==> config.mk <==
export PLATFORM = sky130hd
export DESIGN_NAME = fir_seq_ctrl
export DESIGN_NICKNAME = d
export VERILOG_FILES = /design/src/rtl/fir_pkg.sv /design/src/rtl/fir_seq_ctrl.sv
export SDC_FILE = /design/constraint.sdc
export NUM_CORES = 1
export LEC_CHECK = 0
export BUFFER_PORTS_ARGS = -buffer_cell sky130_fd_sc_hd__buf_4
export CAP_MARGIN = 20
export CORE_AREA = 2 2 80 82
export CTS_BUF_LIST = sky130_fd_sc_hd__clkbuf_8
export DETAILED_ROUTE_END_ITERATION = 6
export DIE_AREA = 0 0 82 84
export GPL_TIMING_DRIVEN = 0
export PLACE_DENSITY_LB_ADDON = 0.08
export SYNTH_ARGS = -nofsm -noshare
export SYNTH_HDL_FRONTEND = slang
export SYNTH_SLANG_ARGS = --single-unit
export TNS_END_PERCENT = 20
==> constraint.sdc <==
create_clock -name i_clk -period 2.35 [get_ports i_clk]
set_input_delay 0.3525 -clock i_clk [delete_from_list [all_inputs] [get_ports i_clk]]
set_output_delay 0.3525 -clock i_clk [all_outputs]
set_load 0.005 [all_outputs]
==> src/rtl/fir_pkg.sv <==
// Shared types and defaults for the time-multiplexed FIR sequencer.
package fir_pkg;

  localparam int DEF_DATA_WIDTH = 16;
  localparam int DEF_FIR_DEPTH  = 32;

  typedef enum logic [2:0] {
    INIT,
    IDLE,
    WRITE,
    MAC,
    DRAIN,
    OUTPUT
  } state_t;

  // Modular decrement that also works for non-power-of-2 depths.
  function automatic int unsigned mod_dec(
    input int unsigned idx,
    input int unsigned depth
  );
    return (idx == 0) ? depth - 1 : idx - 1;
  endfunction

endpackage

==> src/rtl/fir_seq_ctrl.sv <==
// FIR sequencer: delay-line zero fill, sample write, tap stepping,
// MAC drain and result handshake, all in one registered FSM.
module fir_seq_ctrl
  import fir_pkg::*;
#(
  parameter int FIR_DEPTH   = DEF_FIR_DEPTH,
  parameter int MAC_LATENCY = 2,
  parameter int ADDR_WIDTH  = $clog2(FIR_DEPTH)
) (
  input  logic                  i_clk,
  input  logic                  i_rst,
  input  logic                  i_en,
  input  logic                  i_sample_valid,
  output logic                  o_sample_ready,
  output logic                  o_wr_en,
  output logic                  o_wr_zero,
  output logic [ADDR_WIDTH-1:0] o_wr_addr,
  output logic [ADDR_WIDTH-1:0] o_rd_addr,
  output logic [ADDR_WIDTH-1:0] o_coef_addr,
  output logic                  o_tap_valid,
  output logic                  o_acc_clr,
  output logic                  o_tap_last,
  output logic                  o_result_valid,
  input  logic                  i_result_ready
);

  localparam int CNT_MAX =
    (FIR_DEPTH > MAC_LATENCY) ? FIR_DEPTH : MAC_LATENCY;
  localparam int CNT_W = $clog2(CNT_MAX) + 1;

  localparam logic [CNT_W-1:0] TAP_END = CNT_W'(FIR_DEPTH - 1);
  localparam logic [CNT_W-1:0] TAP_PEN = CNT_W'(FIR_DEPTH - 2);
  localparam logic [CNT_W-1:0] DRN_END = CNT_W'(MAC_LATENCY - 1);
  localparam logic [ADDR_WIDTH-1:0] ADDR_END =
    ADDR_WIDTH'(FIR_DEPTH - 1);

  state_t                  state;
  logic [CNT_W-1:0]        cnt;
  logic [ADDR_WIDTH-1:0]   head;
  logic [ADDR_WIDTH-1:0]   newest;

  assign o_sample_ready = (state == IDLE) & i_en;

  always_ff @(posedge i_clk) begin
    if (i_rst) begin
      state          <= INIT;
      cnt            <= '0;
      head           <= '0;
      newest         <= '0;
      o_wr_en        <= 1'b0;
      o_wr_zero      <= 1'b0;
      o_wr_addr      <= '0;
      o_rd_addr      <= '0;
      o_coef_addr    <= '0;
      o_tap_valid    <= 1'b0;
      o_acc_clr      <= 1'b0;
      o_tap_last     <= 1'b0;
      o_result_valid <= 1'b0;
    end else begin
      o_wr_en     <= 1'b0;
      o_wr_zero   <= 1'b0;
      o_tap_valid <= 1'b0;
      o_acc_clr   <= 1'b0;
      o_tap_last  <= 1'b0;
      unique case (state)
        INIT: begin
          // The reset cycle leaves o_wr_en low, which marks the first fill write.
          if (!o_wr_en) begin
            o_wr_en   <= 1'b1;
            o_wr_zero <= 1'b1;
            o_wr_addr <= '0;
          end else if (cnt == TAP_END) begin
            state <= IDLE;
            cnt   <= '0;
          end else begin
            cnt       <= cnt + CNT_W'(1);
            o_wr_en   <= 1'b1;
            o_wr_zero <= 1'b1;
            o_wr_addr <= o_wr_addr + ADDR_WIDTH'(1);
          end
        end
        IDLE: begin
          if (i_sample_valid && o_sample_ready) begin
            state     <= WRITE;
            cnt       <= '0;
            o_wr_en   <= 1'b1;
            o_wr_addr <= head;
            newest    <= head;
            head      <= (head == ADDR_END) ? '0 : head + ADDR_WIDTH'(1);
          end
        end
        WRITE: begin
          state       <= MAC;
          cnt         <= '0;
          o_tap_valid <= 1'b1;
          o_acc_clr   <= 1'b1;
          o_coef_addr <= '0;
          o_rd_addr   <= newest;
        end
        MAC: begin
          if (cnt == TAP_END) begin
            state <= DRAIN;
            cnt   <= '0;
          end else begin
            cnt         <= cnt + CNT_W'(1);
            o_tap_valid <= 1'b1;
            o_tap_last  <= (cnt == TAP_PEN);
            o_coef_addr <= o_coef_addr + ADDR_WIDTH'(1);
            o_rd_addr   <= ADDR_WIDTH'(
              mod_dec(32'(o_rd_addr), 32'(FIR_DEPTH)));
          end
        end
        DRAIN: begin
          if (cnt == DRN_END) begin
            state          <= OUTPUT;
            cnt            <= '0;
            o_result_valid <= 1'b1;
          end else begin
            cnt <= cnt + CNT_W'(1);
          end
        end
        OUTPUT: begin
          if (i_result_ready) begin
            state          <= IDLE;
            cnt            <= '0;
            o_result_valid <= 1'b0;
          end
        end
        default: begin
          state <= INIT;
          cnt   <= '0;
        end
      endcase
    end
  end

endmodule

==> results of run 1 <==
where the power goes:
part           switching, mW  internal (mW)  leakage, nW  total, mW
Clock                  0.248          0.235       0.0510      0.483
Combinational         0.0326         0.0220        0.543     0.0546
Sequential           0.00793          0.684        0.323      0.692
Total                  0.289          0.940        0.918       1.23
area by class of cell:
class / count / area [um^2] / share of cell area (%)
Timing Repair Buffer: 25 / 187.7 / 7.817
Sequential cell: 40 / 800.8 / 33.35
Buffer: 14 / 65.06 / 2.710
Clock inverter: 2 / 10.01 / 0.4169
Inverter: 7 / 26.28 / 1.094
Tap cell: 77 / 96.34 / 4.013
Multi-Input combinational cell: 196 / 1132 / 47.16
Clock buffer: 6 / 82.58 / 3.439
Yosys cell counts, types with 4 or more instances:
cell type / count
xor2_1: 5
nand2b_1: 6
clkbuf_1: 9
ha_1: 8
o21ai_0: 18
dfxtp_1: 40
nand3b_1: 4
nand2_1: 34
inv_1: 7
nor2_1: 25
mux2i_1: 5
nand3_1: 6
nor3_1: 8
and3_1: 4
a21oi_1: 32
nor2b_1: 4
sequential cells by signal, summed over array words and instances (netlist names):
register	flops
o_tap_last	1
o_rd_addr	5
o_result_valid	1
o_coef_addr	5
o_wr_zero	1
o_acc_clr	1
o_tap_valid	1
cnt	6
state	3
o_wr_en	1
newest	5
o_wr_addr	5
head	5
per-layer routing:
layer / vias to the layer above / GRT usage [%] / share of wire, %
met1: 895 / 20.47 / 47
met3: 6 / 3.355 / 3.2
met2: 32 / 26.61 / 49
met4: 0 / 5.000 / 1.3
met5: - / 0 / 0
li1: 964 / - / -
worst min path at each step:
stage,endpoint,slack [ns],depth (start not counted)
after detailed placement,newest[3],0.46,2
after global placement,newest[4],0.44,2
after global routing,state[2],0.36,4
after CTS,state[2],0.35,4
after floorplan,newest[2],0.43,2
final,state[2],0.35,4
tightest hold or removal path, delay by kind of cell:
kind | cells | cell delay, ns
compound gates | 1 | 0.05
buf+inv | 1 | 0.09
simple gates | 2 | 0.10
per-stage QoR:
step | util, % | std cells | cell area, um^2 | worst slack, ns
after floorplan | - | 257 | 2024 | 0.5785
after global placement | 37.87 | 359 | 2308 | 0.3702
after detailed placement | 37.87 | 359 | 2308 | 0.3888
after CTS | 39.39 | 367 | 2401 | 0.3799
after global routing | 39.39 | 367 | 2401 | 0.1111
final | 39.39 | 367 | 2401 | 0.3637
cell families (layout without fill, tap and decap cells):
logic type               after synthesis  count (layout)  share of synthesized area [%]
AND/OR/NAND/NOR                      110             110                          26.58
AO/OA/AOI/OAI                         68              68                          19.78
flip-flops                            40              40                          39.56
buffers and inverters                 21              54                          4.511
adder cells (fa/ha/maj)                8               8                          4.945
XOR/XNOR                               5               5                          2.163
multiplexers                           5               5                          2.472
==> results_dict.tcl, run 1 <==
set metrics [dict create \
    maxCapViolCount 0 \
    dp_hpwl_um 3653 \
    final_cell_mix "40 x dfxtp_1, 34 x nand2_1, 32 x a21oi_1" \
    p_leak_nw 0.9177 \
    fin_crit_sh_pct 84.52 \
    r2r_slack_ns 0.36 \
    status "completed" \
    cts_root_buffer "clkbuf_8" \
    pin_count 27 \
    power_mw 1.229 \
    whs_ns 0.3514 \
    synthesis.nets 270 \
    synthesis.area_mm2 0.002024 \
    crit_required_ns 2.52 \
    cp.depth 7 \
    rr_endpoint "o_wr_addr[1]" \
    avgViaCountPerCell 5.169 \
    clk_path_buf_depth 2 \
    areaGrowthSynthToFinish_pct 18.60 \
    rows 29 \
    clock-sinks 40 \
    ir_drop_mv 0.2039 \
    clk_pin_slew_ns 0.08 \
    drt_pre_antenna_iters 4 \
    synth_cell_types 43 \
    slew_viol_final 0 \
    synth_top_area_share_pct 39.56 \
    numCtsBuffers 5 \
    synth_cells 257 \
    powerDensity_mw_per_mm2 511.8 \
    synth_ff_type "dfxtp_1" \
    coreArea_mm2 0.006096 \
    first_iter_violations 88 \
    diodes 0 \
    setup.worst_path.start "cnt[0]" \
    setup_viol 0 \
    cp_slowest_cell "dfxtp_1" \
    h-tree-depth 2 \
    antenna_left 0 \
    avgSynthCellArea_um2 7.877 \
    worst_path_most_repeated_cell "nor2_1" \
    grt_pass1_wl_um 8597 \
    worstHoldStart "i_result_ready" \
    min_path_type "primary input to flop" \
    grt_pass1_vias 1780 \
    path_class "flop to flop" \
    grt_max_degree 13 \
    cts.repair.resized 0 \
    route.detailed.drc 0 \
    overflow 0 \
    wire_per_inst_um 14.09 \
    fillers 668 \
    start_kind "flop" \
    path_buf_inv 1 \
    fmax_mhz 503.5 \
    post_cts_buffers 0 \
    crit_arrival_ns 2.15 \
    path_max_fanout 7 \
    synthTopCellsByArea "dfxtp_1 40%, a21oi_1 7.9%, nand2_1 6.3%" \
    holdBufCountCts 0 \
    seq_area_frac_synth_pct 39.56 \
    num_vias 1897 \
    yosysWarnings 0 \
    postSynth.asyncResetShare_pct 0 \
    num-nets-final 302 \
    dieArea_mm2 0.006888 \
    crit_chain "ha_1, nand3_1, nor2_1, a311o_1, buf_2, mux2i_1, nor2_1" \
    synth_enable_flop_cells 0 \
    period_minus_slack_ns 1.986 \
    critPathCapture "o_wr_addr[1]" \
    clock_latency_ns 0.29 \
    die_h_um 84 \
    setup_tns_ns 0 \
    final_common_cell "dfxtp_1" \
    placement.io_buffers 25 \
    reg2reg_depth 7 \
    final-hold-violation-count 0 \
    layout-drive-gt1-share_pct 14.14 \
    grt_usage_pct 16.04 \
    initial_core_util_pct 33.21 \
    slew_headroom_pct 47.54 \
    cp-end-kind "flop" \
    tritoncts "built" \
    die_x_um 82 \
    drt_wl_total_um 5170 \
    antenna_found_initial 0 \
    worst_slew_pin_slew_ns 0.7822 \
    yosysTopAreaCell "dfxtp_1" \
    path_delay_family "simple AND/OR/NAND/NOR gates" \
    synth-seq-cells 40 \
    critPathMaxStageDelay_ns 0.42 \
    reg2reg_from "cnt[0]" \
    globalplace.congestion 0.7762 \
    skew_ns 0.002033 \
    grt_setup_unrepaired "false" \
]
No activity file was read; power rests on OpenSTA's default activity.
==> run 2: changes to the inputs <==
clock period = 2 ns   (was 2.35 ns; I/O delays follow)
==> results_dict.tcl, run 2 (same netlist as run 1, synthesis figures left out) <==
set metrics [dict create \
    status "completed" \
    crit_chain "ha_2, and3_1, a21o_1, o21a_4, or4_1, a21oi_1" \
    crit_required_ns 2.22 \
    largest_reg_flops 6 \
    initial_core_util_pct 33.21 \
    final_common_cell "dfxtp_1" \
    final_cell_mix "39 x dfxtp_1, 34 x nand2_1, 32 x a21oi_1" \
    powerDensity_mw_per_mm2 596.0 \
    skew_ns 0.002166 \
    diodes 0 \
    min_path_cells 4 \
    grt_max_degree 13 \
    route.detailed.drc 0 \
    antenna_left 0 \
    wire_per_inst_um 14.13 \
    maxCapViolCount 0 \
    crit_arrival_ns 2.11 \
    clk_pin_slew_ns 0.08 \
    rows 29 \
    path_class "flop to flop" \
    fin_ws_ns 0.1148 \
    fillers 667 \
    dp.cells 359 \
    grt_pass1_wl_um 8597 \
    whs_endpoint "state[2]" \
    p_leak_nw 0.9213 \
    overflow 0 \
    coreArea_mm2 0.006096 \
    dr_wl_met2_um 2472 \
    setup_tns_ns 0 \
    cts_root_buffer "clkbuf_8" \
    fin_crit_sh_pct 94.26 \
    dieArea_mm2 0.006888 \
    tritoncts "built" \
    h-tree-depth 2 \
    layout-drive-gt1-share_pct 15.86 \
    drt_wl_total_um 5187 \
    cp-end-kind "flop" \
    final-hold-violation-count 0 \
    numCtsBuffers 5 \
    place_ws_ns 0.04925 \
    rr_endpoint "cnt[5]" \
    die_h_um 84 \
    clock-sinks 40 \
    min_path_type "primary input to flop" \
    fin_util_pct 39.70 \
    grt_usage_pct 16.04 \
    slew_headroom_pct 59.33 \
    num-nets-final 302 \
    ir_drop_mv 0.2376 \
    antenna_found_initial 0 \
    grt_pass1_vias 1780 \
    path_max_fanout 8 \
    pin_count 27 \
    slew_viol_final 0 \
    first_iter_violations 80 \
    reg2reg_from "cnt[1]" \
    worst_slew_pin_slew_ns 0.6100 \
    period_minus_slack_ns 1.885 \
    post_cts_buffers 0 \
    start_kind "flop" \
    reg2reg_depth 6 \
    regMostFlops "cnt" \
    globalplace.congestion 0.7762 \
    die_x_um 82 \
    r2r_slack_ns 0.11 \
    drt_pre_antenna_iters 4 \
    final_cells 367 \
    clk_path_buf_depth 2 \
    clock_latency_ns 0.29 \
    setup_viol 0 \
    areaGrowthSynthToFinish_pct 19.53 \
    placement.io_buffers 25 \
    grt_setup_unrepaired "false" \
    avgViaCountPerCell 5.147 \
    route.met3.wl_um 183 \
    worstHoldStart "i_result_ready" \
    highest_layer "met4" \
    dp_hpwl_um 3653 \
    num_vias 1889 \
    wl_met1_um 2462 \
    cp_slowest_cell "or4_1" \
    critPathMaxStageDelay_ns 0.46 \
    fmax_mhz 530.5 \
]
-- run 2: cell counts in the layout (fill, tap and decap cells not counted) --
Identical to the previous run, type by type.
-- run 2: worst max path at each step --
stage,startpoint,endpoint,slack (ns)
final,cnt[1],cnt[5],0.11
after CTS,cnt[0],o_wr_addr[1],0.03
after global routing,state[0],cnt[3],0.007
after floorplan,cnt[0],cnt[5],0.23
after detailed placement,cnt[0],o_wr_addr[1],0.05
after global placement,state[0],cnt[4],0.04
-- run 2: final cells by class --
class	count	area [um^2]	area share (%)
clock buffer	6	82.58	3.413
inverter	7	26.28	1.086
multi-input combinational	196	1149	47.47
buffer	14	66.31	2.740
clock inverter	2	10.01	0.4137
sequential	40	802.0	33.14
tap	77	96.34	3.981
timing repair buffer	25	187.7	7.756
-- run 2: repair_timing --
item / in CTS / in global routing
gates resized for setup: 0 / 9
endpoints found under the hold margin: 0 / 0
hold buffers: 0 / 0
setup endpoints to repair: 0 / 11
-- run 2: critical path: cells and delay by family (launching register included) --
family          cells  cell delay (ns)
simple gates        2             0.69
compound gates      3             0.56
flops               1             0.36
fa+ha+maj           1             0.21
-- run 2: where the power goes --
part	leakage, nW	switching, mW	internal, mW	total (mW)
clock network	0.0510	0.288	0.276	0.564
logic	0.547	0.0389	0.0263	0.0652
registers	0.324	0.00949	0.804	0.813
-- run 2: metrics by stage --
step                      instance area (um^2)  hold WS [ns]  power (mW)
after floorplan                           2024        0.4317      0.8663
after global placement                    2308        0.4425      0.8964
after detailed placement                  2308        0.4603      0.8969
after CTS                                 2401        0.2962       1.461
after global routing                      2420        0.3110       1.507
final                                     2420        0.3010       1.442
-- run 2: metal layers --
layer / track usage, % / vias up
met5: 0 / -
met2: 26.61 / 28
met1: 20.47 / 890
met3: 3.355 / 6
li1: - / 965
met4: 5.000 / 0
